==> config.mk <==
export PLATFORM = sky130hd
export DESIGN_NAME = systolic_seq_ctrl_flat
export DESIGN_NICKNAME = d
export VERILOG_FILES = /design/src/rtl/systolic_seq_ctrl_if.sv /design/src/rtl/systolic_seq_ctrl.sv /design/src/flat_wrapper.sv
export SDC_FILE = /design/constraint.sdc
export NUM_CORES = 1
export LEC_CHECK = 0
export BUFFER_PORTS_ARGS = -buffer_cell sky130_fd_sc_hd__buf_2
export CORE_UTILIZATION = 47
export CTS_BUF_LIST = sky130_fd_sc_hd__clkbuf_16
export DETAILED_ROUTE_END_ITERATION = 10
export PLACE_DENSITY = 0.75
export RECOVER_POWER = 100
export SYNTH_ARGS = -nofsm -noshare
export SYNTH_HDL_FRONTEND = slang
export SYNTH_SLANG_ARGS = --single-unit
==> constraint.sdc <==
create_clock -name clk -period 1.8 [get_ports clk]
set_input_delay 0.18 -clock clk [delete_from_list [all_inputs] [get_ports clk]]
set_output_delay 0.18 -clock clk [all_outputs]
set_load 0.01 [all_outputs]
==> src/rtl/systolic_seq_ctrl_if.sv <==
// Handshake bundle for systolic_seq_ctrl: operand input stream and result transmit stream.
// slave = controller side (takes in_valid/tx_ready), master = datapath/environment side.
interface systolic_seq_ctrl_if;
    logic in_valid;
    logic in_ready;
    logic tx_valid;
    logic tx_ready;

    modport slave (
        input  in_valid,
        input  tx_ready,
        output in_ready,
        output tx_valid
    );

    modport master (
        output in_valid,
        output tx_ready,
        input  in_ready,
        input  tx_valid
    );
endinterface

==> src/rtl/systolic_seq_ctrl.sv <==
// systolic_seq_ctrl: sequencer for the NxN systolic MAC array (load A, load B,
// skewed compute window, result capture, paced result transmit).
// Ports: clk, reset (sync, active-high), start, flush; hs (in_valid/in_ready,
// tx_valid/tx_ready); a_wr_en, b_wr_en, wr_idx; array_clr, array_en, step_idx;
// buf_load; tx_idx; tx_done (pulse); busy.
// Optional macro SYSTOLIC_CTRL_PERF_EN adds perf_cycles / perf_stalls.
module systolic_seq_ctrl #(
    parameter int N         = 4,
    parameter int IN_BEATS  = 2,
    parameter int OUT_BEATS = 4,
    localparam int STEPS = 3 * N - 2,
    localparam int WW    = (IN_BEATS > 1) ? $clog2(IN_BEATS) : 1,
    localparam int SW    = (STEPS > 1) ? $clog2(STEPS) : 1,
    localparam int TW    = (OUT_BEATS > 1) ? $clog2(OUT_BEATS) : 1
) (
    input  logic                 clk,
    input  logic                 reset,
    input  logic                 start,
    input  logic                 flush,
    systolic_seq_ctrl_if.slave   hs,
    output logic                 a_wr_en,
    output logic                 b_wr_en,
    output logic [WW-1:0]        wr_idx,
    output logic                 array_clr,
    output logic                 array_en,
    output logic [SW-1:0]        step_idx,
    output logic                 buf_load,
    output logic [TW-1:0]        tx_idx,
    output logic                 tx_done,
`ifdef SYSTOLIC_CTRL_PERF_EN
    output logic [31:0]          perf_cycles,
    output logic [31:0]          perf_stalls,
`endif
    output logic                 busy
);

    typedef enum logic [2:0] {
        IDLE,
        LOAD_A,
        LOAD_B,
        COMPUTE,
        DRAIN,
        TX
    } state_t;

    state_t        state_q, state_d;
    logic [WW-1:0] beat_q, beat_d;
    logic [SW-1:0] step_q, step_d;
    logic [TW-1:0] tx_q, tx_d;
    logic          done_q, done_d;

    logic beat_last;
    logic step_last;
    logic tx_last;

    assign beat_last = (beat_q == WW'(IN_BEATS - 1));
    assign step_last = (step_q == SW'(STEPS - 1));
    assign tx_last   = (tx_q == TW'(OUT_BEATS - 1));

    always_ff @(posedge clk) begin
        if (reset) begin
            state_q <= IDLE;
            beat_q  <= '0;
            step_q  <= '0;
            tx_q    <= '0;
            done_q  <= 1'b0;
        end else begin
            state_q <= state_d;
            beat_q  <= beat_d;
            step_q  <= step_d;
            tx_q    <= tx_d;
            done_q  <= done_d;
        end
    end

    always_comb begin
        state_d = state_q;
        beat_d  = beat_q;
        step_d  = step_q;
        tx_d    = tx_q;
        done_d  = 1'b0;
        if (flush) begin
            // abort wins over start and over any in-flight transfer
            state_d = IDLE;
            beat_d  = '0;
            step_d  = '0;
            tx_d    = '0;
        end else begin
            unique case (state_q)
                IDLE: begin
                    if (start) state_d = LOAD_A;
                end
                LOAD_A: begin
                    if (hs.in_valid) begin
                        if (beat_last) begin
                            beat_d  = '0;
                            state_d = LOAD_B;
                        end else begin
                            beat_d = beat_q + 1'b1;
                        end
                    end
                end
                LOAD_B: begin
                    if (hs.in_valid) begin
                        if (beat_last) begin
                            beat_d  = '0;
                            state_d = COMPUTE;
                        end else begin
                            beat_d = beat_q + 1'b1;
                        end
                    end
                end
                COMPUTE: begin
                    if (step_last) begin
                        step_d  = '0;
                        state_d = DRAIN;
                    end else begin
                        step_d = step_q + 1'b1;
                    end
                end
                DRAIN: begin
                    state_d = TX;
                end
                TX: begin
                    if (hs.tx_ready) begin
                        if (tx_last) begin
                            tx_d    = '0;
                            state_d = IDLE;
                            done_d  = 1'b1;
                        end else begin
                            tx_d = tx_q + 1'b1;
                        end
                    end
                end
                default: begin
                    state_d = IDLE;
                end
            endcase
        end
    end

    assign hs.in_ready = (state_q == LOAD_A) || (state_q == LOAD_B);
    assign a_wr_en     = hs.in_valid && (state_q == LOAD_A);
    assign b_wr_en     = hs.in_valid && (state_q == LOAD_B);
    assign wr_idx      = beat_q;
    assign array_en    = (state_q == COMPUTE);
    assign array_clr   = (state_q == COMPUTE) && (step_q == '0);
    assign step_idx    = step_q;
    assign buf_load    = (state_q == DRAIN);
    assign hs.tx_valid = (state_q == TX);
    assign tx_idx      = tx_q;
    assign tx_done     = done_q;
    assign busy        = (state_q != IDLE);

`ifdef SYSTOLIC_CTRL_PERF_EN
    logic stall;

    assign stall = (hs.in_ready && !hs.in_valid) ||
                   (hs.tx_valid && !hs.tx_ready);

    // The start edge itself counts as the first job cycle.
    always_ff @(posedge clk) begin
        if (reset || flush) begin
            perf_cycles <= '0;
            perf_stalls <= '0;
        end else if (state_q == IDLE) begin
            if (start) begin
                perf_cycles <= 32'd1;
                perf_stalls <= '0;
            end
        end else begin
            if (perf_cycles != '1) perf_cycles <= perf_cycles + 1'b1;
            if (stall && perf_stalls != '1) perf_stalls <= perf_stalls + 1'b1;
        end
    end
`endif

endmodule

==> src/flat_wrapper.sv <==
// flat-port wrapper written by rule: the top's interface ports become plain ports
module systolic_seq_ctrl_flat 
#(
    parameter int N         = 4,
    parameter int IN_BEATS  = 2,
    parameter int OUT_BEATS = 4,
    localparam int STEPS = 3 * N - 2,
    localparam int WW    = (IN_BEATS > 1) ? $clog2(IN_BEATS) : 1,
    localparam int SW    = (STEPS > 1) ? $clog2(STEPS) : 1,
    localparam int TW    = (OUT_BEATS > 1) ? $clog2(OUT_BEATS) : 1
)
  (clk, reset, start, flush, a_wr_en, b_wr_en, wr_idx, array_clr, array_en, step_idx, buf_load, tx_idx, tx_done, busy, hs_in_valid, hs_tx_ready, hs_in_ready, hs_tx_valid);
  systolic_seq_ctrl_if hs_i ();
  input  logic clk;
  input  logic reset;
  input  logic start;
  input  logic flush;
  output logic a_wr_en;
  output logic b_wr_en;
  output logic [WW-1:0] wr_idx;
  output logic array_clr;
  output logic array_en;
  output logic [SW-1:0] step_idx;
  output logic buf_load;
  output logic [TW-1:0] tx_idx;
  output logic tx_done;
  output logic busy;
  input wire logic [$bits(hs_i.in_valid)-1:0] hs_in_valid;
  input wire logic [$bits(hs_i.tx_ready)-1:0] hs_tx_ready;
  output wire logic [$bits(hs_i.in_ready)-1:0] hs_in_ready;
  output wire logic [$bits(hs_i.tx_valid)-1:0] hs_tx_valid;
  assign hs_i.in_valid = hs_in_valid;
  assign hs_i.tx_ready = hs_tx_ready;
  assign hs_in_ready = hs_i.in_ready;
  assign hs_tx_valid = hs_i.tx_valid;
  systolic_seq_ctrl #(.N(N), .IN_BEATS(IN_BEATS), .OUT_BEATS(OUT_BEATS)) u_core (.clk(clk), .reset(reset), .start(start), .flush(flush), .hs(hs_i), .a_wr_en(a_wr_en), .b_wr_en(b_wr_en), .wr_idx(wr_idx), .array_clr(array_clr), .array_en(array_en), .step_idx(step_idx), .buf_load(buf_load), .tx_idx(tx_idx), .tx_done(tx_done), .busy(busy));
endmodule
==> run metrics, run 1 <==
die area=1530 um2; largest cells by area after synthesis=dfxtp_1, nor2_1, or3_1, nand2_1, o211a_1; sequential element share of the synthesized area=33.9%; initial antenna violation count=0; number of diodes=0; RSZ-0062 raised after global routing=no; Die Width=39.2 um; Buffers on Ports=21; status=finished, final reports clean; # setup viols final=0; P_leak=0.000337 uW; row cnt=13; post-CTS sizing=0; Layout fillers=132; Post-Synthesis Cells=77; Synth area leader=dfxtp_1; Setup Total Neg Slack=0 ns; CTS Sinks=11; first-pass GRT wire length=2.21 mm; TritonRoute pass-1 iters=4; Ys Warns=0; CTS clk-pin slew, worst paths=0.04 ns; VDD IR-drop max=0.737 mV; pre-CTS WS=0.276 ns; share of post-route cells with drive strength above 1=11.2%; CP Max Fanout=15; Min-Delay Path Class=in -> reg; routed wire length per instance=12.1 um; max-slew violation count=0; Post-layout nets=106; total vias in the final route=640; Multi-input gate area=394 um2; crit share post-route=89.7%; Util after Layout=62.9%; Slew HR=67.3%; H-tree levels=1; Placeable Area=1280 um2; Startpoint Class=register; die height=39.2 um; CP endpoint kind=register; Final ANT Viol Nets=0; Least-Margin Pin Slew=0.484 ns; GR Util All Layers=21.9%; CTS tree=yes; post-synth top area share=33.9%; Final Hold Violating Endpoints=0; DRT iter0 DRCs=11; # IOs=22; total congestion overflow=0; WP data arrival=1.77 ns; vias in the first global route=499; area delta synth->final=24.5%; min cycle time layout=1.61 ns; fmax=620 MHz; # DRC=0; routability cong.=0.802; Initial Util=50.5%; asr flop ratio synth=0%; TritonCTS Buffers=3; number of synthesized register bits=11; Syn Nets=84; post-DP HPWL=922 um; WHS=0.250 ns; # Post-CTS Setup Buffers=0; EDFF count, synth=0; Cell Area, Synth=649 um2; FF/Latch Area=220 um2; CP required=1.96 ns; Pwr Density=847 nW/um2; root buf cell=clkbuf_16; WS Path Type=reg -> reg; Post-synth top flop=dfxtp_1; Worst Skew=0.00134 ns; syn_area_per_cell=8.43 um2; hold buffers post-CTS=0; clk buf depth=2; most common cell after layout, fill and taps aside=clkbuf_1; drt via density=5.66; largest net degree at the start of global routing=17; final WL=1.37 mm; worst-skew pair later-pin latency=0.24 ns; most frequent cells in the layout=clkbuf_1, dfxtp_1, nor2_1; post-synth cell types=36; min setup slack post-route=0.186 ns; max_cap viols=0
[per-stage QoR]
step | std cells | instance area [um2] | total power [uW]
2_1_floorplan | 77 | 649 | 280
3_3_place_gp | 109 | 756 | 294
3_5_place_dp | 109 | 756 | 295
4_1_cts | 113 | 835 | 696
5_1_grt | 113 | 808 | 709
6_report | 113 | 808 | 685
[state kept, by name, summed over array words and instances (netlist names)]
name             count
u_core.step_idx      4
u_core.tx_idx        2
u_core.state_q       3
u_core.tx_done       1
u_core.wr_idx        1
[metal layers]
metal | wire length (um) | vias to the layer above | track usage, %
met5 | 0 | - | 0
met4 | 12 | 0 | 10.3
met3 | 78 | 2 | 8.67
met2 | 615 | 17 | 29.6
met1 | 663 | 300 | 29.7
li1 | - | 321 | -
[power breakdown]
part | switching (uW) | total [uW] | internal, uW
registers | 7.10 | 254 | 247
clock network | 104 | 395 | 291
logic | 19.3 | 35.5 | 16.2
[kinds of logic (layout without fill, tap and decap cells)]
kind of cell	after synthesis	count (layout)	synth area share, %
simple gates	37	37	35.1
buf+inv	7	28	4.43
compound gates	18	18	20.4
flops	11	11	33.9
fa+ha+maj	1	1	1.93
mux	1	1	1.54
xor+xnor	2	2	2.70
[cell type report]
| class | instances | share of cell area, % |
|---|---|---|
| well taps | 15 | 2.32 |
| multi-input cells | 59 | 48.8 |
| flip-flops and latches | 11 | 27.2 |
| repair buffers | 21 | 10.5 |
| inverters | 3 | 1.39 |
| clock buffers | 3 | 9.29 |
| clock inverters | 1 | 0.464 |
[critical path, cell delays in order (launching register included)]
cell	delay, ns
dfxtp_1	0.57
nand4b_1	0.27
or4b_1	0.54
a31oi_1	0.16
[synth_stat cells, types with 2 or more instances]
cell type and number:
nand2_1 6, inv_1 3, buf_2 2, o211a_1 2, nor3_1 2, a21oi_1 3, clkbuf_1 2, or3_1 4
o21ai_0 3, nor3b_1 2, a21o_1 2, dfxtp_1 11, nand4b_1 2, or4_1 2, nor2b_1 3, nand3b_1 2
nor2_1 7
[worst paths after layout]
check,to,cells after the start,startpoint,slack [ns]
max,u_core.step_idx[3],3,u_core.state_q[0],0.19
min,u_core.tx_done,4,flush,0.25
max reg2reg,u_core.step_idx[3],3,u_core.state_q[0],0.19
min reg2reg,u_core.tx_idx[0],2,u_core.tx_idx[0],0.49
No activity file was read; power rests on OpenSTA's default activity.
==> inputs of run 2 (changes only) <==
--- a/config.mk
+++ b/config.mk
@@ -10,7 +10,7 @@
 export CTS_BUF_LIST = sky130_fd_sc_hd__clkbuf_16
 export DETAILED_ROUTE_END_ITERATION = 10
 export PLACE_DENSITY = 0.75
-export RECOVER_POWER = 100
+export RECOVER_POWER = 25
 export SYNTH_ARGS = -nofsm -noshare
 export SYNTH_HDL_FRONTEND = slang
 export SYNTH_SLANG_ARGS = --single-unit
==> run metrics, run 2 (same netlist as run 1, synthesis figures left out) <==
# Post-CTS Setup Buffers=0; share of post-route cells with drive strength above 1=22.4%; Layout fillers=125; Least-Margin Pin Slew=0.477 ns; drt via density=5.59; routability cong.=0.802; CP endpoint kind=output port; max reg flops=4; Final Hold Violating Endpoints=0; worst stage delay on the critical path=0.59 ns; DRT iter0 DRCs=10; # IOs=22; # setup viols final=0; Slew HR=67.8%; Slowest cell on crit path=dfxtp_1; P_leak=0.000400 uW; met3 Use GR=8.67%; Initial Util=50.5%; met1 Use GR=29.7%; min setup slack post-route=0.205 ns; largest net degree at the start of global routing=17; # DRC=0; Post-DP Area=756 um2; die height=39.2 um; hold buffers post-CTS=0; Inst Count DP=109; cell area after layout=827 um2; Pwr Density=830 nW/um2; WS Path Type=reg -> out; min cycle time layout=1.60 ns; GRT met2 Usage=29.6%; post-DP HPWL=922 um; clk buf depth=2; pre-CTS WS=0.276 ns; TritonCTS Buffers=3; Crit path max-delay family=flip-flops; CP required=1.62 ns; Post-layout nets=106; Final ANT Viol Nets=0; worst-skew pair later-pin latency=0.24 ns; total vias in the final route=632; max-slew violation count=0; total congestion overflow=0; Worst Skew=0.00133 ns; CTS clk-pin slew, worst paths=0.04 ns; routed wire length per instance=12.0 um; row cnt=13; root buf cell=clkbuf_16; most common cell after layout, fill and taps aside=buf_2; area delta synth->final=27.4%; H-tree levels=1; die area=1530 um2; Placeable Area=1280 um2; CTS tree=yes; GR peak layer=met1; CP Max Fanout=15; final WL=1.35 mm; Worst Path Buf+Inv=1; crit share post-route=88.6%; CTS Sinks=11; Startpoint Class=register; max_cap viols=0; Util after Layout=64.4%; non-filler instance count after layout=113; vias in the first global route=499; Min-Delay Path Class=in -> reg; number of diodes=0; initial antenna violation count=0; Die Width=39.2 um; fmax=627 MHz; Setup Total Neg Slack=0 ns; WP data arrival=1.42 ns; most frequent cells in the layout=buf_2, dfxtp_1, nor2_1; TritonRoute pass-1 iters=4; GR Util All Layers=21.9%; crit path cell chain=nor2b_1 -> nor3b_1 -> buf_2; RSZ-0062 raised after global routing=no; post-CTS sizing=0; Buffers on Ports=21; status=finished, final reports clean; VDD IR-drop max=0.734 mV; first-pass GRT wire length=2.21 mm
==> run 2: path summary, 6_finish.rpt <==
path / from / slack, ns / cells after the start / to
worst max-delay path: u_core.state_q[0] / 0.20 / 3 / a_wr_en
worst min-delay path: flush / 0.25 / 4 / u_core.tx_done
worst max register to register: u_core.state_q[0] / 0.24 / 3 / u_core.step_idx[3]
worst min register to register: u_core.tx_idx[0] / 0.49 / 2 / u_core.tx_idx[0]
==> run 2: worst reg2reg max path, stage by stage, from the launching register on <==
cell      delay [ns]
dfxtp_1         0.59
nand4b_2        0.22
or4b_1          0.52
a31oi_1         0.16
==> run 2: through the flow <==
stage | hold slack (ns) | power, uW
2_1_floorplan | 0.325 | 280
3_3_place_gp | 0.470 | 294
3_5_place_dp | 0.483 | 295
4_1_cts | 0.248 | 696
5_1_grt | 0.269 | 710
6_report | 0.250 | 686
==> run 2: layout make-up <==
class | instances | area, um2 | area share (%)
Tap cell | 15 | 18.8 | 2.27
Clock buffer | 3 | 75.1 | 9.08
Timing Repair Buffer | 21 | 97.6 | 11.8
Clock inverter | 1 | 3.75 | 0.454
Inverter | 3 | 11.3 | 1.36
Sequential cell | 11 | 220 | 26.6
Multi-Input combinational cell | 59 | 400 | 48.4
==> run 2: metal layers <==
layer	share of wire (%)	vias to the layer above
met5	0	-
met4	0.89	0
li1	-	321
met3	5.8	2
met1	48	292
met2	46	17
==> run 2: report_power, final <==
part,internal (uW),total (uW),switching (uW)
logic,17.4,36.7,19.3
clock network,291,395,104
registers,247,255,7.43
==> inputs of run 3 (changes only) <==
--- a/config.mk
+++ b/config.mk
@@ -5,11 +5,12 @@
 export SDC_FILE = /design/constraint.sdc
 export NUM_CORES = 1
 export LEC_CHECK = 0
+export ABC_AREA = 1
 export BUFFER_PORTS_ARGS = -buffer_cell sky130_fd_sc_hd__buf_2
-export CORE_UTILIZATION = 47
+export CORE_UTILIZATION = 49
 export CTS_BUF_LIST = sky130_fd_sc_hd__clkbuf_16
 export DETAILED_ROUTE_END_ITERATION = 10
-export PLACE_DENSITY = 0.75
+export PLACE_DENSITY = 0.76
 export RECOVER_POWER = 25
 export SYNTH_ARGS = -nofsm -noshare
 export SYNTH_HDL_FRONTEND = slang
==> run metrics, run 3 <==
status=finished, final reports clean; RSZ-0062 raised after global routing=no; worst-skew pair later-pin latency=0.24 ns; post-synth cell types=26; WP data arrival=1.48 ns; Placeable Area=1350 um2; CTS tree=yes; routability cong.=0.813; root buf cell=clkbuf_16; die area=1670 um2; number of synthesized register bits=11; CP required=1.62 ns; GR Util All Layers=23.5%; first-pass GRT wire length=2.47 mm; Final Power=875 uW; Final Hold Violating Endpoints=0; Initial Util=55.0%; post-synth top area share=29.7%; VDD IR-drop max=1.07 mV; Startpoint Class=register; H-tree levels=1; Cell Area, Synth=742 um2; largest net degree at the start of global routing=10; post-CTS sizing=0; Synth area leader=dfxtp_1; Syn Nets=115; CTS Sinks=11; max-slew violation count=0; Final ANT Viol Nets=0; most frequent cells in the layout=nand2_1, buf_2, nor2_1, inv_1, dfxtp_1; hold-critical path depth=3; r2r endpoint=u_core.state_q[2]; # setup viols final=0; hold buffers post-CTS=0; most common cell after layout, fill and taps aside=nand2_1; Slew HR=76.0%; row cnt=13; max reg flops=4; Worst Skew=0.00247 ns; Multi-input gate area=435 um2; TritonCTS Buffers=3; Util after Layout=68.7%; vias in the first global route=598; area delta synth->final=25.0%; DRT iter0 DRCs=20; crit share post-route=92.3%; post-DP HPWL=1.35 mm; clk buf depth=2; Layout fillers=125; worst reg2reg path depth=5; # IOs=22; FF/Latch Area=220 um2; Post-Synthesis Cells=108; max_cap viols=0; Post-DP Area=855 um2; CP Max Fanout=8; P_leak=0.000429 uW; sequential element share of the synthesized area=29.7%; min cycle time layout=1.66 ns; drt via density=5.27; final WL=1.73 mm; Die Width=40.9 um; syn_area_per_cell=6.87 um2; Reg-to-Reg Start=u_core.state_q[2]; fmax=602 MHz; initial antenna violation count=0; Post-layout nets=139; asr flop ratio synth=0%; total congestion overflow=0; FF-to-FF setup slack=0.42 ns; CP endpoint kind=output port; EDFF count, synth=0; routed wire length per instance=11.8 um; die height=40.9 um; WS Path Type=reg -> out; Pwr Density=944 nW/um2; number of diodes=0; share of post-route cells with drive strength above 1=27.5%; Ys Warns=0; # DRC=0; largest cells by area after synthesis=dfxtp_1, nand2_1, inv_1, nor2_1, nand3_1; Post-synth top flop=dfxtp_1; hold path endpoint=u_core.wr_idx; Buffers on Ports=21; Min-Delay Path Class=in -> reg; most frequent cell after synthesis=nand2_1; Post-synth top cells=nand2_1, inv_1, nor2_1, dfxtp_1, nand3_1; hold wc startpoint=hs_in_valid; cell area after layout=927 um2; CTS clk-pin slew, worst paths=0.04 ns; Setup Total Neg Slack=0 ns; Least-Margin Pin Slew=0.359 ns; # Post-CTS Setup Buffers=0; total vias in the final route=769; TritonRoute pass-1 iters=4
## run 3: cell types whose count changed in the layout (fill, tap and decap cells not counted), sizes merged, moves of 3 or more
cell    before  now
nand4b       3    0
inv          4   18
nor2b        3    0
nand2        6   23
nand3        1   10
nand4        0    6
a21oi        3    7
o21ai        3    6
or3          4    0
nor2         7   16
## run 3: cells by family (layout without fill, tap and decap cells)
logic type | Yosys count | count (layout) | share of synthesized area (%)
DFF | 11 | 11 | 29.7
buffers and inverters | 21 | 44 | 11.6
and+or+nand+nor | 60 | 60 | 46.0
AOI/OAI and AO/OA | 15 | 15 | 11.0
adders and majority gates | 1 | 1 | 1.69
## run 3: worst max-delay path, stage by stage, from the launching register on
cell and delay (ns):
dfxtp_1 0.53, nand2_1 0.16, nor2_4 0.19, inv_2 0.09
nor3_1 0.12, buf_2 0.15
## run 3: report_power, final
group	internal [uW]	leakage [uW]	switching (uW)
logic	73.5	0.000299	122
registers	253	0.0000890	20.2
clock network	294	0.0000409	111
## run 3: area by class of cell
cell class              instances  area share [%]
inverters                      18            7.29
clock buffers                   3            8.10
well taps                      15            2.02
flip-flops and latches         11            23.8
repair buffers                 22            11.3
multi-input cells              76            47.0
clock inverters                 1           0.540
## run 3: metrics by stage
| stage | setup slack, ns | instances | hold slack [ns] |
|---|---|---|---|
| 6_report | 0.139 | 146 | 0.234 |
| 5_1_grt | 0.0436 | 146 | 0.258 |
| 4_1_cts | 0.138 | 146 | 0.231 |
| 3_5_place_dp | 0.395 | 142 | 0.476 |
| 3_3_place_gp | 0.431 | 142 | 0.468 |
| 2_1_floorplan | 0.527 | 108 | 0.344 |
## run 3: worst max path at each step
stage,startpoint,endpoint,depth (start not counted)
detailed placement,u_core.state_q[1],array_clr,5
floorplan,u_core.state_q[0],array_clr,5
finish,u_core.state_q[1],array_clr,5
global route,u_core.state_q[1],array_clr,5
global placement,u_core.state_q[1],array_clr,5
CTS,u_core.state_q[1],array_clr,5
## run 3: routing by layer
layer  wire [um]  GRT usage [%]
met5           0              0
met4          18           7.50
met3         100           10.3
met2         902           42.6
met1         704           23.5
